### src/rtl/icache_pkg.sv
`default_nettype none
// ============================================================================
// Module   : icache_pkg
// Purpose  : Shared field widths, FSM encoding and word-select helper for the
//            direct-mapped read-only instruction cache.
// Revision : 1.0 - initial release
// ============================================================================
package icache_pkg;

  localparam int ICACHE_TAG_W = 3;
  localparam int ICACHE_IDX_W = 3;
  localparam int ICACHE_OFF_W = 2;
  localparam int LINE_W       = 128;
  localparam int WORD_W       = 32;

  // Controller states, kept as plain sized constants for legacy tools.
  typedef logic [1:0] state_t;
  localparam state_t IDLE     = 2'd0;
  localparam state_t MEM_READ = 2'd1;
  localparam state_t UPDATE   = 2'd2;

  // Pick one 32-bit word out of a line; word 0 lives in bits [31:0].
  function automatic logic [WORD_W-1:0] select_word(
    input logic [LINE_W-1:0]       line,
    input logic [ICACHE_OFF_W-1:0] off
  );
    return line[off*WORD_W +: WORD_W];
  endfunction

endpackage
`default_nettype wire

### src/rtl/icache_line_array.sv
`default_nettype none
// ============================================================================
// Module   : icache_line_array
// Purpose  : Valid/tag/data storage for the instruction cache. Valid bits are
//            cleared by the asynchronous reset; tag and data are not. One
//            synchronous write port, one combinational read port.
// Revision : 1.0 - initial release
// ============================================================================
module icache_line_array
  import icache_pkg::*;
#(
  parameter int NUM_LINES = 8,
  parameter int DATA_W    = LINE_W
) (
  input  logic                    clk,
  input  logic                    rst,
  input  logic [ICACHE_IDX_W-1:0] rd_index,
  output logic                    rd_valid,
  output logic [ICACHE_TAG_W-1:0] rd_tag,
  output logic [DATA_W-1:0]       rd_data,
  input  logic                    wr_en,
  input  logic [ICACHE_IDX_W-1:0] wr_index,
  input  logic [ICACHE_TAG_W-1:0] wr_tag,
  input  logic [DATA_W-1:0]       wr_data
);

  logic [NUM_LINES-1:0]    valid;
  logic [ICACHE_TAG_W-1:0] tag_arr  [NUM_LINES];
  logic [DATA_W-1:0]       data_arr [NUM_LINES];

  // Valid bits: cleared on reset, set when a line is installed.
  always_ff @(posedge clk or negedge rst) begin
    if (!rst) begin
      valid <= '0;
    end else if (wr_en) begin
      valid[wr_index] <= 1'b1;
    end
  end

  // Tag and data payload: no reset, only written on install.
  always_ff @(posedge clk) begin
    if (wr_en) begin
      tag_arr[wr_index]  <= wr_tag;
      data_arr[wr_index] <= wr_data;
    end
  end

  assign rd_valid = valid[rd_index];
  assign rd_tag   = tag_arr[rd_index];
  assign rd_data  = data_arr[rd_index];

endmodule
`default_nettype wire

### src/rtl/instr_cache.sv
`default_nettype none
// ============================================================================
// Module   : instr_cache
// Purpose  : Direct-mapped read-only instruction cache. Hits return the word
//            in the same cycle; misses stall via busy_wait while a 4-word block
//            is fetched from instruction memory and installed.
// Revision : 1.0 - initial release
// ============================================================================
module instr_cache
  import icache_pkg::*;
#(
  parameter int ADDR_W          = 10,
  parameter int NUM_BLOCKS      = 8,
  parameter int WORDS_PER_BLOCK = 4
) (
  input  logic              clk,
  input  logic              rst,
  input  logic              read,
  input  logic [ADDR_W-1:0] address,
  output logic [31:0]       instruction,
  output logic              busy_wait,
  output logic              IMread,
  output logic [ADDR_W-5:0] IMaddress,
  input  logic [LINE_W-1:0] IMreaddata,
  input  logic              IMbusy_wait
);

  localparam int BLK_W = ADDR_W - 4;

  // Address fields of the live request.
  logic [ICACHE_OFF_W-1:0] offset;
  logic [ICACHE_IDX_W-1:0] index;
  logic [ICACHE_TAG_W-1:0] tag;
  logic [1:0]              unused_byte_bits;

  assign offset           = address[3:2];
  assign index            = address[6:4];
  assign tag              = address[ADDR_W-1:7];
  assign unused_byte_bits = address[1:0];

  state_t             state;
  logic               wait_seen;
  logic [BLK_W-1:0]   blk_addr;
  logic [LINE_W-1:0]  line_buf;

  logic                    line_valid;
  logic [ICACHE_TAG_W-1:0] line_tag;
  logic [LINE_W-1:0]       line_data;
  logic                    hit;
  logic                    fill_en;

  icache_line_array #(
    .NUM_LINES (NUM_BLOCKS),
    .DATA_W    (WORDS_PER_BLOCK * WORD_W)
  ) u_lines (
    .clk      (clk),
    .rst      (rst),
    .rd_index (index),
    .rd_valid (line_valid),
    .rd_tag   (line_tag),
    .rd_data  (line_data),
    .wr_en    (fill_en),
    .wr_index (blk_addr[ICACHE_IDX_W-1:0]),
    .wr_tag   (blk_addr[BLK_W-1 -: ICACHE_TAG_W]),
    .wr_data  (line_buf)
  );

  assign hit     = line_valid && (line_tag == tag);
  assign fill_en = (state == UPDATE);

  // Miss controller: latch block address, wait out memory handshake, install.
  always_ff @(posedge clk or negedge rst) begin
    if (!rst) begin
      state     <= IDLE;
      wait_seen <= 1'b0;
      blk_addr  <= '0;
      line_buf  <= '0;
    end else begin
      case (state)
        IDLE: begin
          if (read && !hit) begin
            blk_addr <= address[ADDR_W-1:4];
            state    <= MEM_READ;
          end
        end
        MEM_READ: begin
          if (IMbusy_wait) begin
            wait_seen <= 1'b1;
          end else if (wait_seen) begin
            line_buf <= IMreaddata;
            state    <= UPDATE;
          end
        end
        UPDATE: begin
          wait_seen <= 1'b0;
          state     <= IDLE;
        end
        default: state <= IDLE;
      endcase
    end
  end

  // Outputs are forced quiet while reset is held so a stalled PC is released
  // immediately, even if a request is still being presented.
  assign IMread      = (state == MEM_READ);
  assign IMaddress   = blk_addr;
  assign busy_wait   = rst && ((state != IDLE) || (read && !hit));
  assign instruction = (rst && (state == IDLE) && read && hit)
                       ? select_word(line_data, offset) : 32'h0;

endmodule
`default_nettype wire

### config.mk
export PLATFORM = sky130hd
export DESIGN_NAME = instr_cache
export DESIGN_NICKNAME = d
export VERILOG_FILES = /design/src/rtl/icache_pkg.sv /design/src/rtl/icache_line_array.sv /design/src/rtl/instr_cache.sv
export SDC_FILE = /design/constraint.sdc
export NUM_CORES = 1
export LEC_CHECK = 0
export ABC_AREA = 1
export BUFFER_PORTS_ARGS = -buffer_cell sky130_fd_sc_hd__buf_2
export CAP_MARGIN = 20
export CORE_UTILIZATION = 30
export DETAILED_ROUTE_END_ITERATION = 10
export PLACE_DENSITY = 0.48
export SLEW_MARGIN = 20
export SYNTH_ARGS = -nofsm -noshare
export SYNTH_HDL_FRONTEND = slang
export SYNTH_HIERARCHICAL = 1
export SYNTH_SLANG_ARGS = --single-unit
### constraint.sdc
create_clock -name clk -period 6.8 [get_ports clk]
set_input_delay 0.34 -clock clk [delete_from_list [all_inputs] [get_ports clk]]
set_output_delay 0.34 -clock clk [all_outputs]
set_load 0.02 [all_outputs]
==> Yosys cells after proc, flatten, opt, wreduce, memory -nomap -nowiden <==
Memory sizes are Yosys's and may differ from the RTL's.
Cells that the tools add are included.
{ "word_totals": {"reg_bits": 145, "ramBits": 1048, "in_bits": 142, "output_inout_bits": 40, "elab_cells": 49, "memories": 2} }
{ "mem_list": {"columns": ["name", "words", "word_bits", "rd", "rd_clocked_by_memory_dff", "wr", "line_no", "source"], "rows": [
  ["u_lines.data_arr", 8, 128, 1, 0, 1, "icache_line_array.sv:29", "logic [DATA_W-1:0] data_arr [NUM_LINES];"],
  ["u_lines.tag_arr", 8, 3, 1, 0, 1, "icache_line_array.sv:28", "logic [ICACHE_TAG_W-1:0] tag_arr [NUM_LINES];"]
]} }
{ "classes": {"order_cmp": 3, "n_eq_ne": 7, "shifts": 1, "mux": 13, "bitwise": 2, "reduce_logical": 16} }
{ "op_table": {"columns": ["operator", "n"], "rows": [
  ["$shiftx A128 B8 Y32", 1],
  ["$mux W32", 1],
  ["$lt A3 B4 Y1 const B", 2],
  ["$or A8 B8 Y8", 1],
  ["$logic_and A1 B1 Y1", 7],
  ["$mux W2", 3],
  ["$reduce_and A3 Y1", 2],
  ["$mux W1", 5],
  ["$ne A2 B1 Y1 const B", 2],
  ["$ne A2 B2 Y1 const B", 2],
  ["$pmux W2 S2", 1],
  ["$reduce_and A2 Y1", 2],
  ["$reduce_bool A2 Y1", 2],
  ["$bmux W1 S3", 1],
  ["$demux W1 S3", 1],
  ["$eq A3 B3 Y1", 1],
  ["$ge A3 B1 Y1 const B", 1],
  ["$eq A2 B1 Y1 const B", 1],
  ["$eq A2 B2 Y1 const B", 1],
  ["$logic_not A2 Y1", 1],
  ["$pmux W1 S2", 1],
  ["$logic_not A1 Y1", 1],
  ["$logic_or A1 B1 Y1", 1],
  ["$not A1 Y1", 1]
]} }

==> Longest topological paths before layout <==
Gate-level depths: netlist (run 1).
{ "logic_depth": {"depth_word": 7, "ltp_mapped": 17, "depth_no_buf": 14} }

==> Modules after synthesis <==
The synthesis (run 1) kept the hierarchy.
{ "modules_own_cells": {"columns": ["mod", "n_inst", "cells_per_inst", "area_per_inst_um2", "seq_area_each_um2"], "rows": [
  ["icache_line_array", 1, 4588, 46111.7, 31670.4],
  ["instr_cache", 1, 883, 6541.3, 3428.3]
]} }

==> Worst setup path before layout (run 1) <==
No wires, ideal clock.
{ "synth_timing": {"kind": "register to register", "from": "register state[0]", "to": "memory u_lines/data_arr[5][0] in the netlist's numbering (enable)", "setup_time_ns": 0.623, "arrival_ns": 6.182, "t_required_ns": 6.177, "slack_ns": -0.005, "path_stages_with_launch": 4, "path_buffers": 0, "period_less_slack_ns": 6.805, "cell_sequence": "dfrtp_1 nor2_1 nand2_1 nor2_1"} }
{ "synth_via": {"elab_chain_len": 3} }
{ "synth_rtl": {"columns": ["element", "line_no", "source"], "rows": [
  ["start: declaration", "instr_cache.sv:41", "state_t state;"],
  ["start signal: assignment", "instr_cache.sv:74", "state <= IDLE;"],
  ["start signal: assignment", "instr_cache.sv:83", "state <= MEM_READ;"],
  ["start signal: assignment", "instr_cache.sv:91", "state <= UPDATE;"],
  ["$eq A2 B2 Y1", "instr_cache.sv:69", "assign fill_en = (state == UPDATE);"],
  ["via fill_en", "instr_cache.sv:50", "logic fill_en;"],
  ["$mux W1", "icache_line_array.sv:42", "if (wr_en) begin"],
  ["$mux W1 (not written as such)", "icache_line_array.sv:44", "data_arr[wr_index] <= wr_data;"],
  ["end: declaration", "icache_line_array.sv:29", null]
]} }
The timed path passes the listed nets, and every way through them passes these cells.

==> Worst setup path in the final report (run 1) <==
{ "layout_timing": {"from": "input port address[5]", "to": "output port instruction[19]"} }
{ "layout_via": {"word_cells_on_any_way": 9, "classes_between": "eq/ne (1); shift (1); mux (3); reduce/logical (2); memory (2)"} }
{ "layout_lines": {"columns": ["element", "line_no", "source"], "rows": [
  ["start: declaration", "instr_cache.sv:19", "input logic [ADDR_W-1:0] address,"],
  ["$mem_v2 Z8 W128", null, null],
  ["via line_data[19]", "instr_cache.sv:48", "logic [LINE_W-1:0] line_data;"],
  ["$shiftx A128 B8 Y32", "icache_pkg.sv:27", "return line[off*WORD_W +: WORD_W];"],
  ["$mux W32", "instr_cache.sv:109", "? select_word(line_data, offset) : 32'h0;"],
  ["end: declaration", "instr_cache.sv:20", "output logic [31:0] instruction,"]
]} }
The timed path passes the listed nets, and every way through them passes these cells. The select of a mux whose other input is x is not followed.

==> key figures, run 1 <==
Pwr
  • Clk pwr share: 0.360
  • Power Internal: 14.3 mW
  • P_leak: 28.2 nW
  • Switching power: 5.38 mW
  • Total power: 19.7 mW
  • Worst VDD drop: 256 µV
  • Comb power frac: 0.106
  • Sw frac: 0.274
  • Flop pwr share: 0.534
  • Pwr per Cell Area: 321 nW/µm²

Placed design
  • DP Area: 55,600 µm²
  • IO Port Bufs: 179
  • Worst slack, placed: 2.84 ns
  • Dpl hpwl: 83,500 µm
  • Gp weighted congestion: 0.758
  • Placed insts: 7,772

Floorplanning
  • Die area: 177,000 µm²
  • # rows: 153
  • Core box area: 174,000 µm²
  • Die Y: 421 µm
  • I/O pin cnt: 182
  • Starting Density: 0.303
  • Die width: 421 µm

Global route
  • Largest net degree at the start of global routing: 134
  • Vias in the first global route: 34.2k
  • Total GRT Usage: 0.171
  • GRT overflow: 0
  • First-pass GRT wire length: 226,000 µm
  • Busiest grt layer: met2
  • M2 GR Usage: 0.305
  • Initial antenna violation count: 4
  • Met3 usage: 0.0231
  • Global Route met1 Usage: 0.213

Final layout
  • Layout cells sized above 1: 0.0740
  • Antenna diodes: 0
  • Most frequent cells in the layout: 2,130 x nand2_1, 1,099 x inv_1, 1,048 x edfxtp_1
  • Fin cells: 8,160
  • Filler cells: 17.5k
  • Layout Utilization: 0.352
  • Net count, final: 5,867
  • Post-route cell area: 61,200 µm²
  • Commonest non-fill, non-tap cell in the layout: nand2_1
  • Synthesis-to-layout area growth: 16.3%

Setup path
  • Crit path kind: input pin to primary output
  • CP max FO: 50
  • Worst setup EP type: primary output
  • Critical Path RT: 6.46 ns
  • Crit path arrival time: 4.23 ns
  • Startpoint Class: input pin

Clock network
  • H-Tree Depth: 4
  • Clk sinks: 1,193
  • Clock Pin Slew Worst Setup and Hold Paths: 0.05 ns
  • CTS-repair resized insts: 0
  • CTS tree: yes
  • Worst skew pair latency: 0.76 ns
  • CTS max path bufs: 3
  • CTS root buf: clkbuf_16
  • Post-CTS Repair Setup Buffers: 0
  • Num CTS Buffers: 135

Worst hold path
  • Worst hold path class: input pin to async pin

Route
  • Initial DRC count: 2,188
  • Detail Route Antenna Nets: 0
  • Routed wire per std cell: 18.7 µm
  • Remaining DRCs: 0
  • Vias per cell: 4.34
  • Final wirelength: 153,000 µm
  • Pre-Repair DR Iteration Count: 6
  • Vias: 35.4k

STA
  • Fmax: 0.219 GHz
  • WHS: 0.0552 ns
  • Slew HR: 0.298
  • Worst-margin pin slew: 1.05 ns
  • Period utilization: 0.673
  • Slew Limit Fails: 0
  • Final Hold Fails: 0
  • Crit path time final: 4.57 ns
  • Final worst slack: 2.23 ns
  • Setup TNS: 0 ns
  • Setup violations, final: 0
  • Clock Skews: 0.0221 ns
  • RSZ-0062 raised after global routing: no

Yosys
  • EDFF count, synth: 1,048
  • Top_reg_cell synth: edfxtp_1
  • Syn Inst Count: 5,471
  • Area of the mapped netlist: 52,700 µm²
  • Async S/R FF share, synth: 0.122
  • #FFs+latches synth: 1,193
  • Mapped Avg Cell Area: 9.62 µm²
  • Seq/Total Area, Yosys: 0.667
  • Unique masters post-synth: 22
  • Ys Warns: 6
  • Syn Nets: 5,613

Flow run
  • Max_cap viols: 0

Run status
  • Status: complete, no violations
-- synth_stat cells, types with 18 or more instances --
library cell | number | area, µm²
inv_1 | 1100 | 4130
o21ai_1 | 28 | 140
buf_4 | 41 | 308
buf_2 | 138 | 691
nand2_1 | 2130 | 8000
dfrtp_1 | 145 | 3630
nor2_1 | 142 | 533
clkbuf_1 | 18 | 67.6
buf_6 | 44 | 495
nand3_1 | 528 | 2640
o21ai_0 | 78 | 390
edfxtp_1 | 1048 | 31500
-- timing repair --
item                                    in CTS  in global routing
endpoints found under the setup margin       0                  0
hold buffers                               141                  0
endpoints found under the hold margin      188                  0
-- layer usage --
metal / share of wire / wire, µm
met2: 0.51 / 78000
met3: 0.038 / 5760
met1: 0.43 / 65200
met4: 0.025 / 3810
met5: 0 / 0
-- cells by family (layout without fill, tap and decap cells) --
family / count (synthesis) / after routing / share of synthesized area
AOI/OAI and AO/OA: 107 / 107 / 0.0102
buffers and inverters: 1361 / 1725 / 0.110
DFF: 1193 / 1193 / 0.667
and+or+nand+nor: 2810 / 2810 / 0.213
-- worst paths after layout --
| path | from | to | slack (ns) | cells after the start |
|---|---|---|---|---|
| hold / removal | rst | line_buf[76]$_DFFE_PN0P_ | 0.06 | 2 |
| max in group asynchronous | rst | line_buf[10]$_DFFE_PN0P_ | 5.08 | 4 |
| hold reg to reg | u_lines/valid[1]$_DFFE_PN0P_ | u_lines/valid[1]$_DFFE_PN0P_ | 0.46 | 2 |
| setup reg to reg | state[0]$_DFFE_PN0P_ | u_lines/data_arr[1][54]$_DFFE_PP_ | 3.71 | 4 |
| setup / recovery | address[5] | instruction[19] | 2.23 | 15 |
| min in group clk | IMreaddata[33] | line_buf[33]$_DFFE_PN0P_ | 0.06 | 3 |
-- state kept, by name, summed over array words and instances, names as in the netlist --
signal            count
line_buf            128
wait_seen             1
state                 2
u_lines/tag_arr      24
IMaddress             6
u_lines/data_arr   1024
u_lines/valid         8
-- critical path, cell delays in order --
cell,delay (ns)
dlygate4sd3_1,0.56
buf_8,0.36
buf_4,0.55
buf_4,0.70
nand3_1,0.15
nand2_1,0.10
nand2_1,0.05
nand2_1,0.08
nor2_1,0.05
nor2_1,0.13
o21ai_0,0.31
o21ai_1,0.20
inv_1,0.07
nor2_1,0.29
buf_2,0.24
-- power groups by stage --
stage	Clock [mW]	Combinational [mW]	Sequential, mW
finish	7.09	2.08	10.5
global route	7.55	2.36	10.7
CTS	7.27	2.15	10.5
detailed placement	0	2.06	10.7
global placement	0	2.04	10.6
floorplan	0	1.31	10.3
-- final cells by class --
class                           count  area (µm²)  area share
Tap cell                         2325        2910      0.0475
Inverter                         1105        4180      0.0683
Clock buffer                      197        3780      0.0618
Clock inverter                     50         494     0.00807
Sequential cell                  1193       35100       0.573
Multi-Input combinational cell   2917       11800       0.193
Timing Repair Buffer              373        2930      0.0478
Power figures use the tool's default switching activity.
==> run 2, diff against run 1 <==
Clock period 6.8 ns to 4.2 ns, I/O delays scaled along.
==> run 2 against run 1 <==
Routed wire length decreased by 0.28%. Count of clock-buffer cells in the layout shrank 2. Largest power group unchanged. First-iteration DRC count is 0.78% lower. Hold slack worse by 0.0022 ns. Utilization grew 0.33 points. Worst setup slack got worse by 2.1 ns. Largest cell class unchanged. Highest routed layer unchanged.
==> key figures, run 2 (synthesis results as in run 1) <==
Setup path
  • Worst setup EP type: primary output
  • Startpoint Class: input pin
  • Crit path kind: input pin to primary output
  • Crit path arrival time: 3.82 ns
  • Critical Path RT: 3.99 ns
  • CP max FO: 67

Final layout
  • Layout cells sized above 1: 0.0809
  • Synthesis-to-layout area growth: 17.4%
  • Layout Utilization: 0.355
  • Largest registers: u_lines/data_arr (1024), line_buf (128), u_lines/tag_arr (24)
  • Commonest non-fill, non-tap cell in the layout: nand2_1
  • Post-route cell area: 61,800 µm²
  • Net count, final: 5,906
  • Most frequent cells in the layout: 2,130 x nand2_1, 1,099 x inv_1, 1,048 x edfxtp_1
  • Fin cells: 8,201
  • Biggest register: u_lines/data_arr
  • Largest register FFs: 1,024

Run status
  • Status: complete, no violations

Placed design
  • Dpl hpwl: 86,900 µm
  • Placed insts: 7,810
  • IO Port Bufs: 179
  • DP Area: 56,100 µm²
  • Gp weighted congestion: 0.760

STA
  • Slew HR: 0.319
  • WHS: 0.0530 ns
  • Period utilization: 0.959
  • Clock Skews: 0.0253 ns
  • Final Hold Fails: 0
  • Worst-margin pin slew: 1.02 ns
  • RSZ-0062 raised after global routing: no
  • Slew Limit Fails: 0
  • Setup violations, final: 0
  • Fmax: 0.248 GHz
  • Setup TNS: 0 ns
  • Crit path time final: 4.03 ns

Clock network
  • CTS root buf: clkbuf_16
  • Num CTS Buffers: 134
  • Clock Pin Slew Worst Setup and Hold Paths: 0.06 ns
  • CTS-repair resized insts: 0
  • CTS tree: yes
  • Post-CTS Repair Setup Buffers: 0
  • CTS max path bufs: 3
  • H-Tree Depth: 4
  • Clk sinks: 1,193
  • Worst skew pair latency: 0.77 ns

Route
  • Routed wire per std cell: 18.6 µm
  • Vias: 35.6k
  • Final wirelength: 152,000 µm
  • Initial DRC count: 2,171
  • Vias per cell: 4.34
  • Pre-Repair DR Iteration Count: 5
  • Detail Route Antenna Nets: 0
  • Remaining DRCs: 0

Worst hold path
  • Worst hold path class: input pin to async pin

Floorplanning
  • # rows: 153
  • Starting Density: 0.303
  • Core box area: 174,000 µm²
  • I/O pin cnt: 182
  • Die area: 177,000 µm²
  • Die Y: 421 µm
  • Die width: 421 µm

Pwr
  • Pwr per Cell Area: 516 nW/µm²
  • Worst VDD drop: 449 µV
  • P_leak: 28.5 nW

Global route
  • Vias in the first global route: 34.9k
  • GRT overflow: 0
  • Total GRT Usage: 0.172
  • Initial antenna violation count: 2
  • Largest net degree at the start of global routing: 112
  • First-pass GRT wire length: 227,000 µm

Flow run
  • Max_cap viols: 0
-- run 2: path summary, 6_finish.rpt --
check | endpoint | cells after the start | slack, ns | start
worst max register to register | IMaddress[3]$_DFFE_PN0P_ | 14 | 1.61 | u_lines/tag_arr[3][2]$_DFFE_PP_
worst max-delay path | instruction[19] | 15 | 0.17 | address[4]
worst min-delay path | line_buf[85]$_DFFE_PN0P_ | 3 | 0.05 | rst
worst min register to register | u_lines/valid[7]$_DFFE_PN0P_ | 2 | 0.46 | u_lines/valid[7]$_DFFE_PN0P_
min in group clk | line_buf[54]$_DFFE_PN0P_ | 4 | 0.17 | IMreaddata[54]
max in group asynchronous | line_buf[103]$_DFFE_PN0P_ | 4 | 2.98 | rst
-- run 2: final cells by class --
class,instances,area (µm²)
fillers,17400,112000
flip-flops and latches,1193,35100
multi-input cells,2917,11800
inverters,1105,4180
clock buffers,195,3830
repair buffers,413,3480
well taps,2325,2910
clock inverters,52,470
diodes,1,2.50
-- run 2: what timing repair did --
action                     CTS  global route
setup endpoints to repair    0             0
hold endpoints to repair   184             0
hold buffers               143             0
-- run 2: where the power goes --
part           leakage [nW]  switching, mW  internal [mW]
Combinational          15.0           2.39           1.03
Clock                  2.10           4.78           6.72
Sequential             11.3           1.61           15.4
Total                  28.5           8.79           23.1
-- run 2: through the flow --
stage / setup slack (ns) / total power, mW
finish: 0.173 / 31.9
global route: 0.0740 / 33.4
CTS: 0.242 / 32.4
detailed placement: 0.847 / 20.7
global placement: 0.843 / 20.6
floorplan: -0.428 / 18.7
-- run 2: worst max-delay path, stage by stage --
cell,delay (ns)
dlygate4sd3_1,0.56
buf_8,0.19
inv_16,0.27
buf_4,0.45
buf_4,0.40
nand2_1,0.09
nand3_1,0.09
nand2_1,0.07
nand2_1,0.06
nand2_1,0.13
o21ai_0,0.64
o21ai_1,0.17
inv_1,0.09
nor2_1,0.09
buf_2,0.21
-- run 2: metal layers --
layer  vias up  track usage  part of all wire
met3       237       0.0216             0.032
li1      17500            -                 -
met4         0       0.0688             0.037
met1     17200        0.213              0.43
met5         -            0                 0
met2       607        0.301              0.50
